`src/rtl/prdec_pkg.sv`:
```
// prdec_pkg: shared constants, FSM state type and code decode helper for
// the sequential 2-to-4 priority-code decoder (prdec_seq).
package prdec_pkg;

    // Stored code layout: {Y, A, B}
    localparam int CODE_W    = 3;
    localparam int CODE_Y    = 2;
    localparam int CODE_A    = 1;
    localparam int CODE_B    = 0;

    // Decoded line indices
    localparam int LINE_0    = 0;
    localparam int LINE_1    = 1;
    localparam int LINE_2    = 2;
    localparam int LINE_3    = 3;
    localparam int NUM_LINES = 4;

    typedef enum logic [0:0] {
        IDLE  = 1'b0,
        DRIVE = 1'b1
    } state_e;

    // One-hot decode of a stored code; Y=0 yields an all-zero slot.
    function automatic logic [NUM_LINES-1:0] decode_code(input logic [CODE_W-1:0] code);
        logic [NUM_LINES-1:0] v;
        v = {NUM_LINES{1'b0}};
        if (code[CODE_Y]) begin
            v[{code[CODE_A], code[CODE_B]}] = 1'b1;
        end else begin
            v = {NUM_LINES{1'b0}};
        end
        return v;
    endfunction

endpackage

```
`src/rtl/prdec_fifo.sv`:
```
// prdec_fifo: synchronous FIFO of 3-bit codes. Pointers carry one extra
// MSB so that full and empty are distinguished without a separate counter.
module prdec_fifo
    import prdec_pkg::*;
#(
    parameter int DEPTH = 4
) (
    input  logic              clk,
    input  logic              rst_n,
    input  logic              i_push,
    input  logic              i_pop,
    input  logic [CODE_W-1:0] i_din,
    output logic [CODE_W-1:0] o_dout,
    output logic              o_full,
    output logic              o_empty
);
    localparam int AW = $clog2(DEPTH);
    localparam int PW = AW + 1;

    logic [CODE_W-1:0] r_mem [DEPTH];
    logic [PW-1:0]     r_wptr;
    logic [PW-1:0]     r_rptr;

    assign o_empty = (r_wptr == r_rptr);
    assign o_full  = (r_wptr[AW] != r_rptr[AW]) &&
                     (r_wptr[AW-1:0] == r_rptr[AW-1:0]);
    assign o_dout  = r_mem[r_rptr[AW-1:0]];

    // Advance read/write pointers; guarded so misuse cannot corrupt state.
    always_ff @(posedge clk) begin
        if (!rst_n) begin
            r_wptr <= {PW{1'b0}};
            r_rptr <= {PW{1'b0}};
        end else begin
            if (i_push && !o_full) begin
                r_wptr <= r_wptr + PW'(1);
            end
            if (i_pop && !o_empty) begin
                r_rptr <= r_rptr + PW'(1);
            end
        end
    end

    // Storage write; contents need no reset because the pointers gate reads.
    always_ff @(posedge clk) begin
        if (i_push && !o_full) begin
            r_mem[r_wptr[AW-1:0]] <= i_din;
        end
    end

endmodule

```
`src/rtl/prdec_seq.sv`:
```
// prdec_seq: sequential 2-to-4 priority-code decoder. Codes {Y,A,B} are
// queued through a valid/ready handshake and each is replayed as a one-hot
// pulse on D0..D3 for HOLD cycles, back-to-back with no gap.
// Optional per-line hit counters are built when PRDEC_HIT_CNT_EN is defined;
// otherwise hit_cnt is tied to zero.
module prdec_seq
    import prdec_pkg::*;
#(
    parameter int DEPTH = 4,
    parameter int HOLD  = 3,
    parameter int CNT_W = 8
) (
    input  logic                 clk,
    input  logic                 rst_n,
    input  logic                 in_valid,
    output logic                 in_ready,
    input  logic                 A,
    input  logic                 B,
    input  logic                 Y,
    output logic                 D0,
    output logic                 D1,
    output logic                 D2,
    output logic                 D3,
    output logic                 busy,
    output logic [4*CNT_W-1:0]   hit_cnt
);
    localparam int                HOLD_W    = $clog2(HOLD + 1);
    localparam logic [HOLD_W-1:0] HOLD_LOAD = HOLD_W'(HOLD - 1);

    logic                 w_full;
    logic                 w_empty;
    logic                 w_push;
    logic                 w_pop;
    logic [CODE_W-1:0]    w_head;

    state_e               r_state;
    logic [HOLD_W-1:0]    r_hold;
    logic [NUM_LINES-1:0] r_d;
    logic                 r_busy;

    // Ready reflects only FIFO state (no bypass) and is held low in reset.
    assign in_ready = rst_n && !w_full;
    assign w_push   = in_valid && in_ready;
    // A new slot starts when idle or when the current slot's last cycle ends.
    assign w_pop    = !w_empty &&
                      ((r_state == IDLE) || (r_hold == {HOLD_W{1'b0}}));

    prdec_fifo #(.DEPTH(DEPTH)) u_fifo (
        .clk     (clk),
        .rst_n   (rst_n),
        .i_push  (w_push),
        .i_pop   (w_pop),
        .i_din   ({Y, A, B}),
        .o_dout  (w_head),
        .o_full  (w_full),
        .o_empty (w_empty)
    );

    // Slot sequencer: loads a decoded code, holds it HOLD cycles, chains or idles.
    always_ff @(posedge clk) begin
        if (!rst_n) begin
            r_state <= IDLE;
            r_hold  <= {HOLD_W{1'b0}};
            r_d     <= {NUM_LINES{1'b0}};
            r_busy  <= 1'b0;
        end else begin
            case (r_state)
                IDLE: begin
                    if (w_pop) begin
                        r_state <= DRIVE;
                        r_hold  <= HOLD_LOAD;
                        r_d     <= decode_code(w_head);
                        r_busy  <= 1'b1;
                    end else begin
                        r_d     <= {NUM_LINES{1'b0}};
                        r_busy  <= 1'b0;
                    end
                end
                DRIVE: begin
                    if (r_hold != {HOLD_W{1'b0}}) begin
                        r_hold  <= r_hold - HOLD_W'(1);
                    end else if (w_pop) begin
                        r_hold  <= HOLD_LOAD;
                        r_d     <= decode_code(w_head);
                    end else begin
                        r_state <= IDLE;
                        r_d     <= {NUM_LINES{1'b0}};
                        r_busy  <= 1'b0;
                    end
                end
                default: begin
                    r_state <= IDLE;
                    r_hold  <= {HOLD_W{1'b0}};
                    r_d     <= {NUM_LINES{1'b0}};
                    r_busy  <= 1'b0;
                end
            endcase
        end
    end

    assign D0   = r_d[LINE_0];
    assign D1   = r_d[LINE_1];
    assign D2   = r_d[LINE_2];
    assign D3   = r_d[LINE_3];
    assign busy = r_busy;

`ifdef PRDEC_HIT_CNT_EN
    logic [CNT_W-1:0] r_hit [NUM_LINES];

    // Saturating per-line hit counters, bumped when a Y=1 code starts its slot.
    always_ff @(posedge clk) begin
        if (!rst_n) begin
            for (int i = 0; i < NUM_LINES; i++) begin
                r_hit[i] <= {CNT_W{1'b0}};
            end
        end else if (w_pop && w_head[CODE_Y]) begin
            if (r_hit[{w_head[CODE_A], w_head[CODE_B]}] != {CNT_W{1'b1}}) begin
                r_hit[{w_head[CODE_A], w_head[CODE_B]}] <=
                    r_hit[{w_head[CODE_A], w_head[CODE_B]}] + CNT_W'(1);
            end
        end
    end

    for (genvar g = 0; g < NUM_LINES; g++) begin : g_hit
        assign hit_cnt[g*CNT_W +: CNT_W] = r_hit[g];
    end
`else
    assign hit_cnt = {(4*CNT_W){1'b0}};
`endif

endmodule

```
`config.mk`:
```
export PLATFORM = sky130hd
export DESIGN_NAME = prdec_seq
export DESIGN_NICKNAME = d
export VERILOG_FILES = /design/src/rtl/prdec_pkg.sv /design/src/rtl/prdec_fifo.sv /design/src/rtl/prdec_seq.sv
export SDC_FILE = /design/constraint.sdc
export NUM_CORES = 1
export LEC_CHECK = 0
export BUFFER_PORTS_ARGS = -buffer_cell sky130_fd_sc_hd__buf_2
export CORE_MARGIN = 5
export CORE_UTILIZATION = 55
export CTS_CLUSTER_DIAMETER = 30
export DETAILED_ROUTE_END_ITERATION = 10
export PLACE_DENSITY = 0.89
export SLEW_MARGIN = 20
export SYNTH_ARGS = -nofsm -noshare
export SYNTH_HDL_FRONTEND = slang
export SYNTH_HIERARCHICAL = 1
export SYNTH_SLANG_ARGS = --single-unit
```
`constraint.sdc`:
```
create_clock -name clk -period 3.3 [get_ports clk]
set_clock_uncertainty 0.05 [all_clocks]
set_input_delay 0.33 -clock clk [delete_from_list [all_inputs] [get_ports clk]]
set_output_delay 0.33 -clock clk [all_outputs]
set_load 0.02 [all_outputs]
```
==> flow_summary.yaml <==
cells_and_area:
  drive_above_1_share: 0.115
  antennaDiodeCount: 0
  seq_area_um2: 681
  multiInputGateArea_um2: 722
  fin_nets: 177
  syn_to_final_growth_pct: -1.43
  fillCellCount: 241
setup_path:
  path_max_fanout: 7
  cp-start-kind: "register"
  slowest_stage: "dfxtp_1"
  cp_num_buf_inv: 0
  cp-end-kind: "register"
  cp_top_family: "simple AND/OR/NAND/NOR gates"
  crit_path_max_incr_delay_ns: 0.50
  critPathKind: "reg -> reg"
  critical_path_required_ns: 3.51
  worstPathCellList: "xor2_1 -> nor3_1 -> nor2_1 -> and2_1 -> nand2_1 -> or4_1 -> a31oi_1"
  cp_data_arrival_time_ns: 2.75
floorplanning:
  dieHeight_um: 63.5
  start_util: 0.571
  dieArea_um2: 4030
  coreArea_um2: 2760
  io_pins: 44
  rows: 19
  die_w_um: 63.5
cts:
  cts.sinks: 28
  ctsHtreeMaxLevel: 1
  hold_buffers: 0
  cts_resized: 0
  cts-root-buf: "clkbuf_4"
  clock_latency_ns: 0.32
  cts-buffers-inserted: 3
  post_cts_buffers: 0
  cts_tree: "done"
  clockBufferDepth: 2
  clkSlewWorstSetupHoldPaths_ns: 0.13
sta:
  fin_crit_ns: 2.54
  hold_viol: 0
  fin_tns_setup_ns: 0
  fin_ws_ns: 0.760
  fmax_mhz: 394
  layout_worst_path_cycle_share: 0.770
  slew_viol_final: 0
  tightest_slew_ns: 0.606
  setup-violations-final: 0
  hold_ws_ns: 0.175
  rsz0062_at_grt: "no"
  maxSlewHeadroom: 0.593
yosys:
  synth-seq-cells: 28
  synth_top_cell_area_share: 0.229
  mappedNetlistArea_um2: 1580
  seq_area_frac_synth: 0.432
  ys_types: 35
  synth_ff_type: "dfxtp_1"
  synth-edff-count: 12
  avgSynthCellArea_um2: 10.3
  yosysWarnings: 6
  ys_top_cells_by_area: "edfxtp_1 (23%), dfxtp_1 (20%), buf_4 (15%), mux4_2 (4.3%), ha_1 (4.0%)"
  syn_inst: 153
  synthArstFlopShare: 0
  synth_top_area_cell: "edfxtp_1"
power_and_ir_drop:
  p_switching_uw: 336
  powerDensity_nw_per_um2: 578
  clkPwrFrac: 0.151
  internal_power_uw: 562
  seq_power_share: 0.511
  ir_drop_mv: 0.359
  p_comb_frac: 0.339
  switching_share: 0.375
  p_leak_uw: 0.000640
min_path:
  hold_path_class: "in -> reg"
flow_run:
  cap_violations: 0
detailed_routing:
  via_per_inst: 5.37
  wl_per_cell_um: 13.9
  drtAntennaViolNets: 0
  remaining_drc_errors: 0
  via_count: 1053
  drt_wl_total_um: 2720
  drt_iter0_drc: 34
  first_pass_iters: 4
global_routing:
  grt_max_degree: 16
  grt.total_usage: 0.137
  grt_pass1_wl_um: 4490
  grt_pass1_vias: 996
  antenna_found_initial: 0
  grt-ovfl-total: 0
placement:
  place.gp.congestion: 0.929
  port_buffers: 11
  place_hpwl_um: 2140
  pre_cts_ws_ns: 0.878
outcome:
  status: "complete, no violations"
==> metal layers <==
layer,share of wire,GRT usage,up-vias
li1,-,-,505
met1,0.40,0.164,501
met2,0.52,0.242,43
met3,0.070,0.0231,4
met4,0.011,0.0468,0
met5,0,0,-
==> sequential cells by signal (all words and copies together) (netlist names), named ones only <==
register       cells
u_fifo/r_rptr      3
r_d                4
u_fifo/r_wptr      3
busy               1
r_state            1
r_hold             2
u_fifo/r_mem      12
==> cell families after synthesis <==
logic type      share of synthesized area
compound gates                      0.122
xor+xnor                           0.0389
fa+ha+maj                          0.0397
buf+inv                             0.183
flops                               0.432
mux                                0.0429
other cells                       0.00238
simple gates                        0.138
==> power groups by stage <==
stage                     Sequential [uW]  Clock, uW  Combinational [uW]
after global routing                  467        156                 335
after floorplan                       463          0                 270
after CTS                             459        142                 301
after global placement                464          0                 290
after detailed placement              468          0                 299
final                                 458        135                 304
==> Yosys cell counts (2+ instances only) <==
master    count
a211o_1       4
a21oi_1       7
a31oi_1       2
a41oi_1       2
and2_1        5
buf_4        32
dfxtp_1      16
edfxtp_1     12
ha_1          5
inv_1         8
mux4_2        3
nand2_1       7
nand3_1       4
nand3b_1      6
nand4_1       3
nand4b_1      2
nor2_1        5
nor3_1        4
o211ai_1      2
o21ai_0       4
xnor2_1       3
xor2_1        4
==> cell type report <==
cell class,count,area share
repair buffers,11,0.0355
multi-input cells,114,0.465
well taps,31,0.0250
inverters,8,0.0193
flip-flops and latches,28,0.438
clock inverters,1,0.00242
clock buffers,3,0.0145
==> through the flow <==
step	cells	instance area, um2	total power, uW	utilization
after global routing	196	1550	957	0.563
after CTS	196	1550	903	0.563
final	196	1550	898	0.563
after floorplan	184	1690	733	-
after detailed placement	192	1530	767	0.554
after global placement	192	1530	754	0.554
==> worst register-to-register path, cell delays in order, from the launching register on <==
cell	delay, ns
dfxtp_1	0.50
xor2_1	0.49
nor3_1	0.19
nor2_1	0.22
and2_1	0.27
nand2_1	0.16
or4_1	0.43
a31oi_1	0.17
==> layout by cell type, fill, tap and decap left out, types with 2 or more instances in the layout <==
master,Yosys,layout
o21ai_0,4,4
dfxtp_1,16,16
a21oi_1,7,7
nand4_1,3,3
xnor2_1,3,3
nand3_1,4,4
o211ai_1,2,2
a31oi_1,2,2
a41oi_1,2,2
nand4b_1,2,2
nand3b_1,6,6
buf_2,0,11
clkbuf_4,1,3
conb_1,1,32
and2_1,5,5
nor3_1,4,4
xor2_1,4,4
nor2_1,5,5
nand2_1,7,7
ha_1,5,5
edfxtp_1,12,12
a211o_1,4,4
inv_1,8,8
mux4_2,3,3
==> final timing paths <==
check / start / cells past startpoint / slack, ns / endpoint
max: u_fifo/r_wptr[0] / 7 / 0.76 / u_fifo/r_wptr[2]
min: Y / 1 / 0.17 / u_fifo/r_mem[1][2]
max reg2reg: u_fifo/r_wptr[0] / 7 / 0.76 / u_fifo/r_wptr[2]
min reg2reg: busy / 2 / 0.40 / busy
Note: power is estimated with default switching activity, not from simulation.
